[config.mk]
export PLATFORM = sky130hd
export DESIGN_NAME = snes_ctrl_tx
export DESIGN_NICKNAME = d
export VERILOG_FILES = /design/src/rtl/snes_ctrl_pkg.sv /design/src/rtl/snes_ctrl_sync.sv /design/src/rtl/snes_ctrl_tx.sv
export SDC_FILE = /design/constraint.sdc
export NUM_CORES = 1
export LEC_CHECK = 0
export CAP_MARGIN = 30
export CORE_ASPECT_RATIO = 1.25
export CORE_MARGIN = 5
export CORE_UTILIZATION = 55
export CTS_CLUSTER_DIAMETER = 60
export DETAILED_ROUTE_END_ITERATION = 8
export GPL_ROUTABILITY_DRIVEN = 1
export MAX_ROUTING_LAYER = met4
export PLACE_DENSITY = 0.83
export SYNTH_ARGS = -nofsm -noshare
export SYNTH_HDL_FRONTEND = slang
export SYNTH_SLANG_ARGS = --single-unit
[constraint.sdc]
create_clock -name CLK_i -period 4.2 [get_ports CLK_i]
set_input_delay 0.84 -clock CLK_i [delete_from_list [all_inputs] [get_ports CLK_i]]
set_output_delay 0.84 -clock CLK_i [all_outputs]
set_load 0.05 [all_outputs]
[src/rtl/snes_ctrl_pkg.sv]
// Shared definitions for the SNES controller-port transmitter: FSM encoding,
// button bit positions in the serial frame, and wire-level constants.
package snes_ctrl_pkg;

  typedef enum logic [1:0] {
    ST_IDLE  = 2'd0,
    ST_LATCH = 2'd1,
    ST_SHIFT = 2'd2,
    ST_DONE  = 2'd3
  } ctrl_state_t;

  localparam int NBITS_DEF = 16;

  // Bit position in the frame; bit 0 is the first bit the console reads.
  localparam int BTN_B   = 0;
  localparam int BTN_Y   = 1;
  localparam int BTN_SEL = 2;
  localparam int BTN_STA = 3;
  localparam int BTN_UP  = 4;
  localparam int BTN_DN  = 5;
  localparam int BTN_LF  = 6;
  localparam int BTN_RT  = 7;
  localparam int BTN_A   = 8;
  localparam int BTN_X   = 9;
  localparam int BTN_L   = 10;
  localparam int BTN_R   = 11;

  // Wire is active low: 1 means no button pressed, 0 reads as logical 1.
  localparam logic WIRE_IDLE = 1'b1;
  localparam logic WIRE_DONE = 1'b0;

endpackage

[src/rtl/snes_ctrl_sync.sv]
// Synchronizer and registered rise/fall pulse generator for one console line.
// With CTRL_FILTER_EN defined, a FILT_LEN-sample stability filter sits before edge detect.
module snes_ctrl_sync #(
  parameter int   SYNC_STAGES = 2,
  parameter logic RST_VAL     = 1'b0
`ifdef CTRL_FILTER_EN
  ,
  parameter int   FILT_LEN    = 3
`endif
) (
  input  logic CLK_i,
  input  logic RST_i,
  input  logic din,
  output logic rise,
  output logic fall
);

  logic [SYNC_STAGES-1:0] sync_q;
  logic                   lvl;
  logic                   lvl_q;

  always_ff @(posedge CLK_i or posedge RST_i) begin
    if (RST_i) sync_q <= {SYNC_STAGES{RST_VAL}};
    else       sync_q <= {sync_q[SYNC_STAGES-2:0], din};
  end

`ifdef CTRL_FILTER_EN
  logic [FILT_LEN-2:0] hist_q;
  logic                filt_q;

  // The current sample plus FILT_LEN-1 older ones must agree before the level moves.
  always_comb begin
    if (&{hist_q, sync_q[SYNC_STAGES-1]})       lvl = 1'b1;
    else if (~|{hist_q, sync_q[SYNC_STAGES-1]}) lvl = 1'b0;
    else                                        lvl = filt_q;
  end

  always_ff @(posedge CLK_i or posedge RST_i) begin
    if (RST_i) begin
      hist_q <= {(FILT_LEN-1){RST_VAL}};
      filt_q <= RST_VAL;
    end else begin
      hist_q[0] <= sync_q[SYNC_STAGES-1];
      for (int i = 1; i < FILT_LEN-1; i++) hist_q[i] <= hist_q[i-1];
      filt_q <= lvl;
    end
  end
`else
  assign lvl = sync_q[SYNC_STAGES-1];
`endif

  always_ff @(posedge CLK_i or posedge RST_i) begin
    if (RST_i) begin
      lvl_q <= RST_VAL;
      rise  <= 1'b0;
      fall  <= 1'b0;
    end else begin
      lvl_q <= lvl;
      rise  <= lvl & ~lvl_q;
      fall  <= ~lvl & lvl_q;
    end
  end

endmodule

[src/rtl/snes_ctrl_tx.sv]
// SNES joypad emulator: answers console LATCH/CLK with a serial button frame.
// Define CTRL_FILTER_EN to add a glitch filter on both console inputs.
//
// state | meaning
// IDLE  | no frame; wire shows pending bit 0
// LATCH | latch high; shift register follows pending every cycle
// SHIFT | each console clock rise advances one bit
// DONE  | all bits sent; wire held low until next latch or timeout
module snes_ctrl_tx
  import snes_ctrl_pkg::*;
#(
  parameter int NBITS       = NBITS_DEF,
  parameter int SYNC_STAGES = 2,
  parameter int TIMEOUT_CYC = 4096
`ifdef CTRL_FILTER_EN
  ,
  parameter int FILT_LEN    = 3
`endif
) (
  input  logic             CLK_i,
  input  logic             RST_i,
  input  logic             CTRL_LATCH_i,
  input  logic             CTRL_CLK_i,
  output logic             CTRL_SDATA_o,
  input  logic [NBITS-1:0] pdata_i,
  input  logic             pdata_valid_i,
  output logic             pdata_ack_o,
  output logic             frame_done_o,
  output logic             busy_o,
  output logic [4:0]       bit_cnt_o
);

  localparam logic [4:0]  LAST_BIT = 5'(NBITS - 1);
  localparam logic [15:0] TMO_LAST = 16'(TIMEOUT_CYC - 1);

  ctrl_state_t      state_q, state_d;
  logic [NBITS-1:0] pending_q;
  logic [NBITS-1:0] shreg_q;
  logic [4:0]       bit_cnt_q;
  logic [15:0]      tmo_q;
  logic             ack_q, done_q;
  logic             latch_rise, latch_fall, clk_rise, clk_fall;
  logic             tmo_hit;

  snes_ctrl_sync #(
    .SYNC_STAGES(SYNC_STAGES),
    .RST_VAL    (1'b0)
`ifdef CTRL_FILTER_EN
    ,
    .FILT_LEN   (FILT_LEN)
`endif
  ) u_sync_latch (
    .CLK_i(CLK_i), .RST_i(RST_i), .din(CTRL_LATCH_i),
    .rise (latch_rise), .fall(latch_fall)
  );

  // Console clock idles high, so its synchronizer resets high to avoid a false fall.
  snes_ctrl_sync #(
    .SYNC_STAGES(SYNC_STAGES),
    .RST_VAL    (1'b1)
`ifdef CTRL_FILTER_EN
    ,
    .FILT_LEN   (FILT_LEN)
`endif
  ) u_sync_clk (
    .CLK_i(CLK_i), .RST_i(RST_i), .din(CTRL_CLK_i),
    .rise (clk_rise), .fall(clk_fall)
  );

  assign tmo_hit = (tmo_q >= TMO_LAST);

  always_ff @(posedge CLK_i or posedge RST_i) begin
    if (RST_i) state_q <= ST_IDLE;
    else       state_q <= state_d;
  end

  // A latch rise always wins over a simultaneous clock rise.
  always_comb begin
    state_d = state_q;
    case (state_q)
      ST_IDLE:  if (latch_rise) state_d = ST_LATCH;
      ST_LATCH: if (latch_fall) state_d = ST_SHIFT;
      ST_SHIFT: begin
        if (latch_rise)                          state_d = ST_LATCH;
        else if (clk_rise && bit_cnt_q == LAST_BIT) state_d = ST_DONE;
        else if (!clk_rise && !clk_fall && tmo_hit) state_d = ST_IDLE;
      end
      ST_DONE: begin
        if (latch_rise)                          state_d = ST_LATCH;
        else if (!clk_rise && !clk_fall && tmo_hit) state_d = ST_IDLE;
      end
      default: state_d = ST_IDLE;
    endcase
  end

  always_comb begin
    CTRL_SDATA_o = WIRE_IDLE;
    busy_o       = 1'b0;
    case (state_q)
      ST_IDLE:  CTRL_SDATA_o = ~pending_q[0];
      ST_LATCH, ST_SHIFT: begin
        CTRL_SDATA_o = ~shreg_q[0];
        busy_o       = 1'b1;
      end
      ST_DONE:  CTRL_SDATA_o = WIRE_DONE;
      default:  CTRL_SDATA_o = WIRE_IDLE;
    endcase
  end

  always_ff @(posedge CLK_i or posedge RST_i) begin
    if (RST_i) begin
      pending_q <= '0;
      shreg_q   <= '0;
      bit_cnt_q <= '0;
      tmo_q     <= '0;
      ack_q     <= 1'b0;
      done_q    <= 1'b0;
    end else begin
      if (pdata_valid_i) pending_q <= pdata_i;
      ack_q  <= pdata_valid_i;
      done_q <= (state_q == ST_SHIFT) && (state_d == ST_DONE);

      if (state_d == ST_LATCH) begin
        shreg_q   <= pending_q;
        bit_cnt_q <= '0;
      end else if (state_q == ST_SHIFT && clk_rise) begin
        shreg_q   <= shreg_q >> 1;
        bit_cnt_q <= bit_cnt_q + 5'd1;
      end

      if (state_d != state_q || clk_rise || clk_fall) tmo_q <= '0;
      else if (tmo_q != '1)                           tmo_q <= tmo_q + 16'd1;
    end
  end

  assign pdata_ack_o  = ack_q;
  assign frame_done_o = done_q;
  assign bit_cnt_o    = bit_cnt_q;

endmodule

==> metrics.yaml, run 1 <==
timing:
  rsz0062_at_grt: "false"
  timing.slew.headroom: 0.476
  fin_crit_ps: 3330
  finalHoldViolCount: 0
  drv_slew: 0
  max_freq_mhz: 300
  setup_viol: 0
  worstMarginPinSlew_ps: 784
  timing.setup.tns_ps: 0
  fin_crit_sh: 0.794
  finClkSkew_ps: 9.21
synth:
  netlist_instances: 296
  postSynth.asyncResetShare: 1.00
  synth_largest_area_cell: "dfrtp_1"
  yosys-top-cells-area: "dfrtp_1, nand2_1, mux2_4"
  synth_cell_types: 49
  syn_area_um2: 3230
  netlist_top_cells_count: "dfrtp_1, nand2_1, nor2_1, mux2_2, mux2_4"
  synth_area_per_cell_um2: 10.9
  synth_top_area_frac: 0.496
  synth.most_common_cell: "dfrtp_1"
  syn_nets: 324
  synth_edf_count: 0
  yosysSeqAreaShare: 0.520
  ys_warn_count: 0
  synth_ff_type: "dfrtp_1"
  ys_ff_latch: 67
power:
  switchingPower_mw: 0.643
  p_per_area_nw_per_um2: 548
  share_comb_of_total_power: 0.309
  seq_power_share: 0.406
  netSwitchingFraction: 0.309
  vdd_drop_max_uv: 409
  p_total_mw: 2.08
  p_int_mw: 1.44
  p_leak_nw: 1.75
  clockPowerShare: 0.284
global_route:
  grt_pass1_vias: 2235
  gr-total-overflow: 0
  use_met3: 0.0501
  grt_pass1_wl_um: 10300
  grt_usage: 0.182
  antenna_found_initial: 0
  use_met2: 0.300
  grt_max_degree: 36
  top_usage_layer: "met2"
  grtUsageMet1: 0.209
cells_and_area:
  ff_latch_area_um2: 1680
  drive_gt1_frac: 0.195
  area_growth_pct: 17.5
  fill_cells: 443
  diodes: 0
  multi_input_area_um2: 1460
  fin_nets: 357
floorplanning:
  fp.dieW_um: 78.6
  fp-row-count: 31
  coreArea_um2: 5740
  start_util: 0.563
  io_pins: 30
  fp.dieH_um: 95.7
  die-area_um2: 7520
route:
  routed_wl_um: 6030
  drt-vias-per-instance: 5.56
  drtAntennaViolNets: 0
  drc_errors: 0
  dr.pass1.iters: 4
  wl_per_cell_um: 15.1
  drt_iter0_drc: 104
  vias: 2222
worst_setup_path:
  crit_family: "buffers and inverters"
  cp-start-kind: "flop"
  crit_buf_inv: 3
  path_max_fanout: 8
  critPathCapture: "CTRL_SDATA_o"
  cp.depth: 5
  cp.required_ps: 3360
  worst_ep_arrival_time_ps: 2490
  ff2ff_setup_slack_ps: 1500
  critPathKind: "reg -> out"
  reg2reg_to: "bit_cnt_o[1]$_DFFE_PP0P_"
  cp-end-kind: "output port"
  max_stage_delay_ps: 850
  r2r_cells: 10
  crit_start: "state_q[1]$_DFF_PP0_"
  r2r_start: "bit_cnt_o[0]$_DFFE_PP0P_"
  critical_path.cell_chain: "inv_1 -> ha_1 -> inv_2 -> o21ai_0 -> clkdlybuf4s50_1"
  crit_slowest_cell: "clkdlybuf4s50_1"
clock_network:
  cts.sinks: 67
  clockBufferDepth: 2
  cts_setup_buffers: 0
  cts.reportedPaths.clkPinSlew_ps: 70
  cts_max_level: 3
  cts_resized: 0
  clk_latency_ps: 350
  numCtsBuffers: 9
  cts_tree: "yes"
  cts_root_buf: "clkbuf_8"
  holdBufCountCts: 0
placement:
  dp_hpwl_um: 4200
  io_buffers: 29
  gp_congestion: 0.951
flow_run:
  cap_violations: 0
outcome:
  status: "finished, final reports clean"
hold_path:
  hold_path.class: "reg -> reg"
-- cell usage in the layout (no fill, tap or decap), drive strengths merged, types with 2 or more instances in the layout --
| master | instances |
|---|---|
| nor3 | 5 |
| o211ai | 2 |
| o21ai | 6 |
| a211oi | 3 |
| a21oi | 4 |
| xnor2 | 10 |
| nand3b | 2 |
| and2 | 4 |
| and4 | 2 |
| dfrtp | 64 |
| buf | 4 |
| nor2b | 5 |
| or3 | 3 |
| dfstp | 3 |
| xor2 | 6 |
| and3 | 7 |
| clkbuf | 9 |
| o311ai | 2 |
| ha | 7 |
| nor2 | 22 |
| inv | 9 |
| nor4 | 3 |
| nand3 | 7 |
| nand2 | 63 |
| mux2 | 31 |
| nand4 | 6 |
| bufinv | 2 |
| clkinv | 2 |
| clkdlybuf4s50 | 29 |
-- power groups by stage --
stage          registers, mW  logic [mW]  clock network [mW]
2_1_floorplan          0.851       0.506                   0
3_3_place_gp           0.849       0.609                   0
3_5_place_dp           0.857       0.647                   0
4_1_cts                0.846       0.651               0.606
5_1_grt                0.862       0.703               0.632
6_report               0.846       0.644               0.592
-- state kept, by name (all words and copies together), names as in the netlist --
name,flops
u_sync_clk.lvl_q,1
bit_cnt_o,5
pdata_ack_o,1
u_sync_latch.sync_q,2
u_sync_clk.sync_q,2
u_sync_clk.rise,1
u_sync_latch.lvl_q,1
u_sync_clk.fall,1
state_q,2
frame_done_o,1
shreg_q,16
tmo_q,16
pending_q,16
u_sync_latch.rise,1
u_sync_latch.fall,1
-- worst reg2reg max path: stages, from the launching register on --
cell and delay [ps]:
dfrtp_1 410, ha_1 190, and3_1 170, ha_1 180, nand3_1 90, a2111oi_0 600, a211oi_2 120, o211ai_2 270
buf_8 250, buf_4 150, a21boi_0 200
-- final cells by class --
cell class / instances / share of cell area
Timing Repair Buffer: 33 / 0.0863
Inverter: 7 / 0.00692
Clock inverter: 7 / 0.0260
Sequential cell: 67 / 0.443
Clock buffer: 9 / 0.0326
Tap cell: 66 / 0.0217
Multi-Input combinational cell: 211 / 0.384
-- logic make-up after synthesis --
kind of cell | count (synthesis) | share of synthesized area
flip-flops | 67 | 0.520
XOR/XNOR | 16 | 0.0434
AND/OR/NAND/NOR | 133 | 0.199
buffers and inverters | 18 | 0.0287
AO/OA/AOI/OAI | 23 | 0.0538
multiplexers | 32 | 0.127
adder cells (fa/ha/maj) | 7 | 0.0271
-- worst min path at each step --
| stage | end | slack, ps | cells after the start | from |
|---|---|---|---|---|
| after floorplan | u_sync_latch.sync_q[1]$_DFF_PP0_ | 330 | 0 | u_sync_latch.sync_q[0]$_DFF_PP0_ |
| after global placement | u_sync_latch.sync_q[1]$_DFF_PP0_ | 330 | 0 | u_sync_latch.sync_q[0]$_DFF_PP0_ |
| after detailed placement | u_sync_latch.sync_q[1]$_DFF_PP0_ | 340 | 0 | u_sync_latch.sync_q[0]$_DFF_PP0_ |
| after CTS | u_sync_latch.sync_q[1]$_DFF_PP0_ | 350 | 0 | u_sync_latch.sync_q[0]$_DFF_PP0_ |
| after global routing | u_sync_clk.sync_q[1]$_DFF_PP1_ | 360 | 0 | u_sync_clk.sync_q[0]$_DFF_PP1_ |
| final | u_sync_latch.sync_q[1]$_DFF_PP0_ | 350 | 0 | u_sync_latch.sync_q[0]$_DFF_PP0_ |
-- layer usage --
metal | part of all wire | wire (µm)
met2 | 0.51 | 3060
met5 | 0 | 0
met1 | 0.42 | 2550
met4 | 0.020 | 123
met3 | 0.050 | 300
-- through the flow --
step / instance area [µm²] / setup WS, ps / hold WS [ps] / instances / util
detailed placement: 3570 / 1280 / 336 / 384 / 0.623
global placement: 3550 / 1280 / 332 / 382 / 0.619
global route: 3800 / 793 / 361 / 400 / 0.662
floorplan: 3230 / 1400 / 331 / 296 / -
finish: 3800 / 866 / 349 / 400 / 0.662
CTS: 3800 / 889 / 353 / 400 / 0.662
Note: power is estimated with default switching activity, not from simulation.
==> run 2: changes to the inputs <==
--- a/config.mk
+++ b/config.mk
@@ -8,12 +8,12 @@
 export CAP_MARGIN = 30
 export CORE_ASPECT_RATIO = 1.25
 export CORE_MARGIN = 5
-export CORE_UTILIZATION = 55
+export CORE_UTILIZATION = 51
 export CTS_CLUSTER_DIAMETER = 60
 export DETAILED_ROUTE_END_ITERATION = 8
 export GPL_ROUTABILITY_DRIVEN = 1
 export MAX_ROUTING_LAYER = met4
-export PLACE_DENSITY = 0.83
+export PLACE_DENSITY = 0.81
 export SYNTH_ARGS = -nofsm -noshare
 export SYNTH_HDL_FRONTEND = slang
 export SYNTH_SLANG_ARGS = --single-unit
==> constraint.sdc (replaced) <==
create_clock -name CLK_i -period 2.7 [get_ports CLK_i]
set_input_delay 0.54 -clock CLK_i [delete_from_list [all_inputs] [get_ports CLK_i]]
set_output_delay 0.54 -clock CLK_i [all_outputs]
set_load 0.05 [all_outputs]
==> metrics.yaml, run 2 (synthesis gave the netlist of run 1 again) <==
worst_setup_path:
  cp.required_ps: 2160  # -1200 ps
  worst_ep_arrival_time_ps: 2070  # -420 ps
  max_stage_delay_ps: 820  # -30 ps
  cp-start-kind: "flop"
  path_max_fanout: 7  # -1
  cp-end-kind: "output port"
  crit_family: "buffers and inverters"
  critPathKind: "reg -> out"
  crit_buf_inv: 2  # -1
  crit_slowest_cell: "clkdlybuf4s50_1"
  critical_path.cell_chain: "inv_1 -> ha_1 -> clkdlybuf4s50_1"
  ff2ff_setup_slack_ps: 300  # -1200 ps
power:
  p_leak_nw: 1.77  # +0.84%
  p_per_area_nw_per_um2: 836  # +52%
  vdd_drop_max_uv: 616  # +51%
timing:
  timing.setup.tns_ps: 0  # unchanged
  timing.hold.ws_ps: 352  # +3.34 ps
  fin_crit_sh: 0.967
  finalHoldViolCount: 0  # unchanged
  drv_slew: 0  # unchanged
  max_freq_mhz: 383
  worstMarginPinSlew_ps: 602  # -182 ps
  finClkSkew_ps: 9.89  # +0.681 ps
  timing.slew.headroom: 0.598  # +0.122
  fin_crit_ps: 2610
  rsz0062_at_grt: "false"
  setup_viol: 0  # unchanged
cells_and_area:
  fin_nets: 360  # +0.84%
  drive_gt1_frac: 0.202  # +0.00717
  diodes: 0  # unchanged
  area_growth_pct: 18.9
  mostFrequentLayoutCell: "dfrtp_1"
  largestRegisters: "pending_q (16), shreg_q (16), tmo_q (16)"
  final_cell_mix: "dfrtp_1, nand2_1, clkdlybuf4s50_1"
route:
  vias: 2258  # +1.6%
  wl_per_cell_um: 14.2  # -5.9%
  drc_errors: 0  # unchanged
  drt-vias-per-instance: 5.35  # -3.7%
  routed_wl_um: 5990  # -0.73%
  drtAntennaViolNets: 0  # unchanged
  dr.pass1.iters: 4  # unchanged
  drt_iter0_drc: 58  # -44%
floorplanning:
  die-area_um2: 8040  # +6.9%
  fp.dieW_um: 81.2  # +3.4%
  start_util: 0.524  # -0.0388
  fp-row-count: 32  # +3.2%
  coreArea_um2: 6170  # +7.4%
  io_pins: 30  # unchanged
  fp.dieH_um: 99.0  # +3.4%
global_route:
  grt_max_degree: 28  # -22%
  grt_pass1_vias: 2305  # +3.1%
  gr-total-overflow: 0  # unchanged
  grt_usage: 0.172  # -0.00951
  antenna_found_initial: 0  # unchanged
  grt_pass1_wl_um: 10400  # +1.1%
outcome:
  status: "finished, final reports clean"
clock_network:
  clk_latency_ps: 340  # about the same
  cts_max_level: 3  # unchanged
  cts.sinks: 67  # unchanged
  cts_resized: 0  # unchanged
  cts_tree: "yes"
  cts.reportedPaths.clkPinSlew_ps: 70  # about the same
  holdBufCountCts: 0  # unchanged
  clockBufferDepth: 2  # unchanged
  cts_root_buf: "clkbuf_8"
  cts_setup_buffers: 0  # unchanged
  numCtsBuffers: 9  # unchanged
placement:
  gp_congestion: 0.927  # -2.5%
  dp_hpwl_um: 4260  # +1.3%
  io_buffers: 29  # unchanged
flow_run:
  cap_violations: 0  # unchanged
hold_path:
  hold_path.class: "reg -> reg"
[run 2: changes by cell type in the layout (fill, tap and decap cells not counted), sizes merged]
cell	before	now
buf	4	8
inv	9	7
clkbuf	9	10
clkdlybuf4s50	29	28
clkinv	2	3
[run 2: through the flow]
step	instance area, µm²	power [mW]	util	setup WS, ps	instances
final	3840	3.21	0.623	88.0	422
after global routing	3840	3.39	0.623	2.90	422
after floorplan	3230	2.11	-	153	296
after detailed placement	3620	2.33	0.588	295	406
after global placement	3620	2.28	0.588	351	406
after CTS	3840	3.24	0.623	85.3	422
[run 2: power breakdown]
group          leakage, nW  internal, mW  switching [mW]
Clock                0.106         0.522           0.377
Combinational        0.820         0.518           0.476
Sequential           0.839          1.19           0.122
[run 2: routing by layer]
metal	track usage	vias to the layer above	wire length, µm
met4	0.0741	0	141
met1	0.198	1096	2510
met3	0.0457	16	332
met2	0.281	65	3010
met5	-	-	0
li1	-	1081	-
[run 2: path summary, 6_finish.rpt]
kind / start / end / depth (start not counted)
worst max-delay path: state_q[1]$_DFF_PP0_ / busy_o / 3
worst min-delay path: u_sync_latch.sync_q[0]$_DFF_PP0_ / u_sync_latch.sync_q[1]$_DFF_PP0_ / 0
worst min register to register: u_sync_latch.sync_q[0]$_DFF_PP0_ / u_sync_latch.sync_q[1]$_DFF_PP0_ / 0
worst max register to register: bit_cnt_o[0]$_DFFE_PP0P_ / shreg_q[14]$_DFFE_PP0P_ / 9
min in group asynchronous: RST_i / pending_q[14]$_DFFE_PP0P_ / 2
max in group asynchronous: RST_i / pending_q[1]$_DFFE_PP0P_ / 3
[run 2: layout make-up]
type	instances	area, µm²
multi-input cells	211	1460
clock inverters	6	90.1
well taps	85	106
flip-flops and latches	67	1680
inverters	7	26.3
clock buffers	10	128
fillers	501	2320
repair buffers	36	353
[run 2: worst reg2reg max path: cells and delay by family, from the launching register on]
| kind | cells | cell delay, ps |
|---|---|---|
| compound gates | 3 | 700 |
| flops | 1 | 410 |
| fa+ha+maj | 2 | 360 |
| mux | 1 | 360 |
| simple gates | 2 | 250 |
| buf+inv | 1 | 210 |
==> run 3: changes to the inputs <==
--- a/config.mk
+++ b/config.mk
@@ -5,15 +5,17 @@
 export SDC_FILE = /design/constraint.sdc
 export NUM_CORES = 1
 export LEC_CHECK = 0
+export ABC_AREA = 1
 export CAP_MARGIN = 30
 export CORE_ASPECT_RATIO = 1.25
 export CORE_MARGIN = 5
-export CORE_UTILIZATION = 51
+export CORE_UTILIZATION = 52
 export CTS_CLUSTER_DIAMETER = 60
+export CTS_CLUSTER_SIZE = 28
 export DETAILED_ROUTE_END_ITERATION = 8
 export GPL_ROUTABILITY_DRIVEN = 1
 export MAX_ROUTING_LAYER = met4
-export PLACE_DENSITY = 0.81
+export PLACE_DENSITY = 0.82
 export SYNTH_ARGS = -nofsm -noshare
 export SYNTH_HDL_FRONTEND = slang
 export SYNTH_SLANG_ARGS = --single-unit
==> metrics.yaml, run 3 <==
synth:
  synth_top_area_frac: 0.477  # -0.0185
  netlist_top_cells_count: "nand2_1, dfrtp_1, inv_1, nand3_1, nor2_1"
  synth_area_per_cell_um2: 8.58  # -21%
  synth_largest_area_cell: "dfrtp_1"
  postSynth.asyncResetShare: 1.00  # unchanged
  ys_warn_count: 0  # unchanged
  syn_nets: 419  # +29%
  synth_xor_area_frac: 0.0313  # -0.0121
  ys_ff_latch: 67  # unchanged
  yosys-top-cells-area: "dfrtp_1, nand2_1, inv_1"
  synth_cell_types: 31  # -37%
  synth_fa_ha_area_frac: 0.0261  # -0.00101
  synth.area.mux_share: 0.00336  # -0.124
  synthSimpleGateAreaFrac: 0.308  # +0.109
  synth_top_family_by_area: "simple AND/OR/NAND/NOR gates"
  synth_ff_type: "dfrtp_1"
  netlist_instances: 391  # +32%
  synth_compound_area_frac: 0.0466  # -0.00723
  yosysSeqAreaShare: 0.501  # -0.0194
  syn_area_um2: 3360  # +3.9%
  synth_edf_count: 0  # unchanged
  synth.most_common_cell: "nand2_1"
floorplanning:
  start_util: 0.537  # +0.0133
  die-area_um2: 8170  # +1.7%
  io_pins: 30  # unchanged
  fp.dieW_um: 81.9  # +0.82%
  fp-row-count: 32  # unchanged
  fp.dieH_um: 99.8  # +0.84%
  coreArea_um2: 6250  # +1.3%
clock_network:
  numCtsBuffers: 9  # unchanged
  cts_tree: "yes"
  cts_setup_buffers: 0  # unchanged
  cts_root_buf: "clkbuf_8"
  cts.sinks: 67  # unchanged
  cts_max_level: 3  # unchanged
  cts_resized: 0  # unchanged
  holdBufCountCts: 0  # unchanged
  clk_latency_ps: 340  # about the same
  clockBufferDepth: 2  # unchanged
  cts.reportedPaths.clkPinSlew_ps: 70  # about the same
power:
  p_per_area_nw_per_um2: 990  # +18%
  vdd_drop_max_uv: 574  # -7.0%
  p_leak_nw: 1.81  # +2.6%
cells_and_area:
  area_growth_pct: 16.0
  fin_nets: 451  # +25%
  mostFrequentLayoutCell: "nand2_1"
  largestRegisters: "pending_q (16), shreg_q (16), tmo_q (16)"
  final_cell_mix: "nand2_1, dfrtp_1, inv_1"
  diodes: 0  # unchanged
  fin_area_um2: 3890  # +1.4%
  utilization: 0.623  # about the same
  drive_gt1_frac: 0.114  # -0.0873
worst_setup_path:
  crit_slowest_cell: "clkdlybuf4s50_1"
  reg2reg_to: "shreg_q[15]$_DFFE_PP0P_"
  r2r_start: "tmo_q[0]$_DFFE_PP0P_"
  cp.required_ps: 2160  # about the same
  cp-start-kind: "flop"
  ff2ff_setup_slack_ps: 430  # +130 ps
  worst_ep_arrival_time_ps: 2060  # about the same
  max_stage_delay_ps: 800  # -20 ps
  critical_path.cell_chain: "inv_1 -> ha_1 -> clkdlybuf4s50_1"
  path_max_fanout: 7  # unchanged
  r2r_cells: 15  # +6
  cp-end-kind: "output port"
  critPathKind: "reg -> out"
outcome:
  status: "finished, final reports clean"
timing:
  timing.hold.ws_ps: 354  # +2.05 ps
  timing.setup.tns_ps: 0  # unchanged
  max_freq_mhz: 385  # +0.61%
  drv_slew: 0  # unchanged
  worstMarginPinSlew_ps: 522  # -79.3 ps
  finalHoldViolCount: 0  # unchanged
  finClkSkew_ps: 8.95  # -0.945 ps
  fin_crit_ps: 2600  # -15.8 ps
  rsz0062_at_grt: "false"
  timing.slew.headroom: 0.651  # +0.0527
  setup_viol: 0  # unchanged
  fin_crit_sh: 0.962  # -0.00584
route:
  vias: 2597  # +15%
  wl_per_cell_um: 12.3  # -13%
  drt_iter0_drc: 141  # +140%
  routed_wl_um: 6310  # +5.4%
  drtAntennaViolNets: 0  # unchanged
  dr.pass1.iters: 4  # unchanged
  drc_errors: 0  # unchanged
  drt-vias-per-instance: 5.06  # -5.4%
global_route:
  grt_pass1_wl_um: 11000  # +5.8%
  antenna_found_initial: 0  # unchanged
  grt_usage: 0.179  # +0.00699
  grt_max_degree: 68  # +140%
  grt_pass1_vias: 2536  # +10%
  gr-total-overflow: 0  # unchanged
placement:
  placed_cell_area_um2: 3700  # +2.2%
  dp_hpwl_um: 4530  # +6.4%
  io_buffers: 29  # unchanged
  gp_congestion: 0.843  # -9.0%
hold_path:
  hold_path.class: "reg -> reg"
  holdCritStartpoint: "u_sync_latch.sync_q[0]$_DFF_PP0_"
  whs_path_depth: 0  # unchanged
  min_delay_worst_endpoint: "u_sync_latch.sync_q[1]$_DFF_PP0_"
flow_run:
  cap_violations: 0  # unchanged
run 3: cell types whose count changed after synthesis, moves of 13 or more:
cell and change:
nand3_1 +21, nand4_1 +13, mux2_4 -14, inv_1 +39
o21ai_0 +18, mux2_2 -16, nand2_1 +49
run 3: critical path: cells and delay by family, from the launching register on:
kind	cells	cell delay [ps]
flops	1	470
fa+ha+maj	1	320
buf+inv	2	920
run 3: layout make-up:
type / instances / area, µm²
clock buffers: 14 / 153
well taps: 85 / 106
inverters: 47 / 176
multi-input cells: 263 / 1400
flip-flops and latches: 67 / 1680
repair buffers: 35 / 345
clock inverters: 2 / 37.5
fillers: 548 / 2350
run 3: per-layer routing:
metal / vias up / part of all wire / GRT usage
li1: 1308 / - / -
met1: 1229 / 0.41 / 0.205
met2: 45 / 0.54 / 0.296
met3: 15 / 0.030 / 0.0440
met4: 0 / 0.023 / 0.0754
met5: - / 0 / -
run 3: where the power goes:
| part | total, mW | internal [mW] | switching (mW) | leakage [nW] |
|---|---|---|---|---|
| Sequential | 1.34 | 1.22 | 0.122 | 0.840 |
| Clock | 0.810 | 0.454 | 0.356 | 0.0909 |
| Combinational | 1.70 | 0.544 | 1.16 | 0.880 |
run 3: how the worst max path moves through the flow:
| stage | slack (ps) | cells past startpoint | from | end |
|---|---|---|---|---|
| 6_report | 100 | 3 | state_q[1]$_DFF_PP0_ | busy_o |
| 3_3_place_gp | 510 | 3 | state_q[1]$_DFF_PP0_ | busy_o |
| 2_1_floorplan | 200 | 4 | state_q[0]$_DFF_PP0_ | CTRL_SDATA_o |
| 5_1_grt | 5 | 3 | state_q[1]$_DFF_PP0_ | busy_o |
| 4_1_cts | 90 | 3 | state_q[1]$_DFF_PP0_ | busy_o |
| 3_5_place_dp | 450 | 15 | tmo_q[0]$_DFFE_PP0P_ | shreg_q[15]$_DFFE_PP0P_ |
run 3: through the flow:
stage | power [mW] | setup WS, ps | std cells
final | 3.85 | 104 | 513
after global routing | 4.19 | 4.84 | 513
after CTS | 3.88 | 87.9 | 513
after detailed placement | 3.07 | 451 | 497
after global placement | 2.99 | 507 | 497
after floorplan | 2.84 | 199 | 391
run 3: cell families (layout without fill, tap and decap cells):
| family | Yosys count | in the layout |
|---|---|---|
| AO/OA/AOI/OAI | 28 | 28 |
| XOR/XNOR | 12 | 12 |
| adder cells (fa/ha/maj) | 7 | 7 |
| buffers and inverters | 61 | 98 |
| flip-flops | 67 | 67 |
| multiplexers | 1 | 1 |
| AND/OR/NAND/NOR | 215 | 215 |
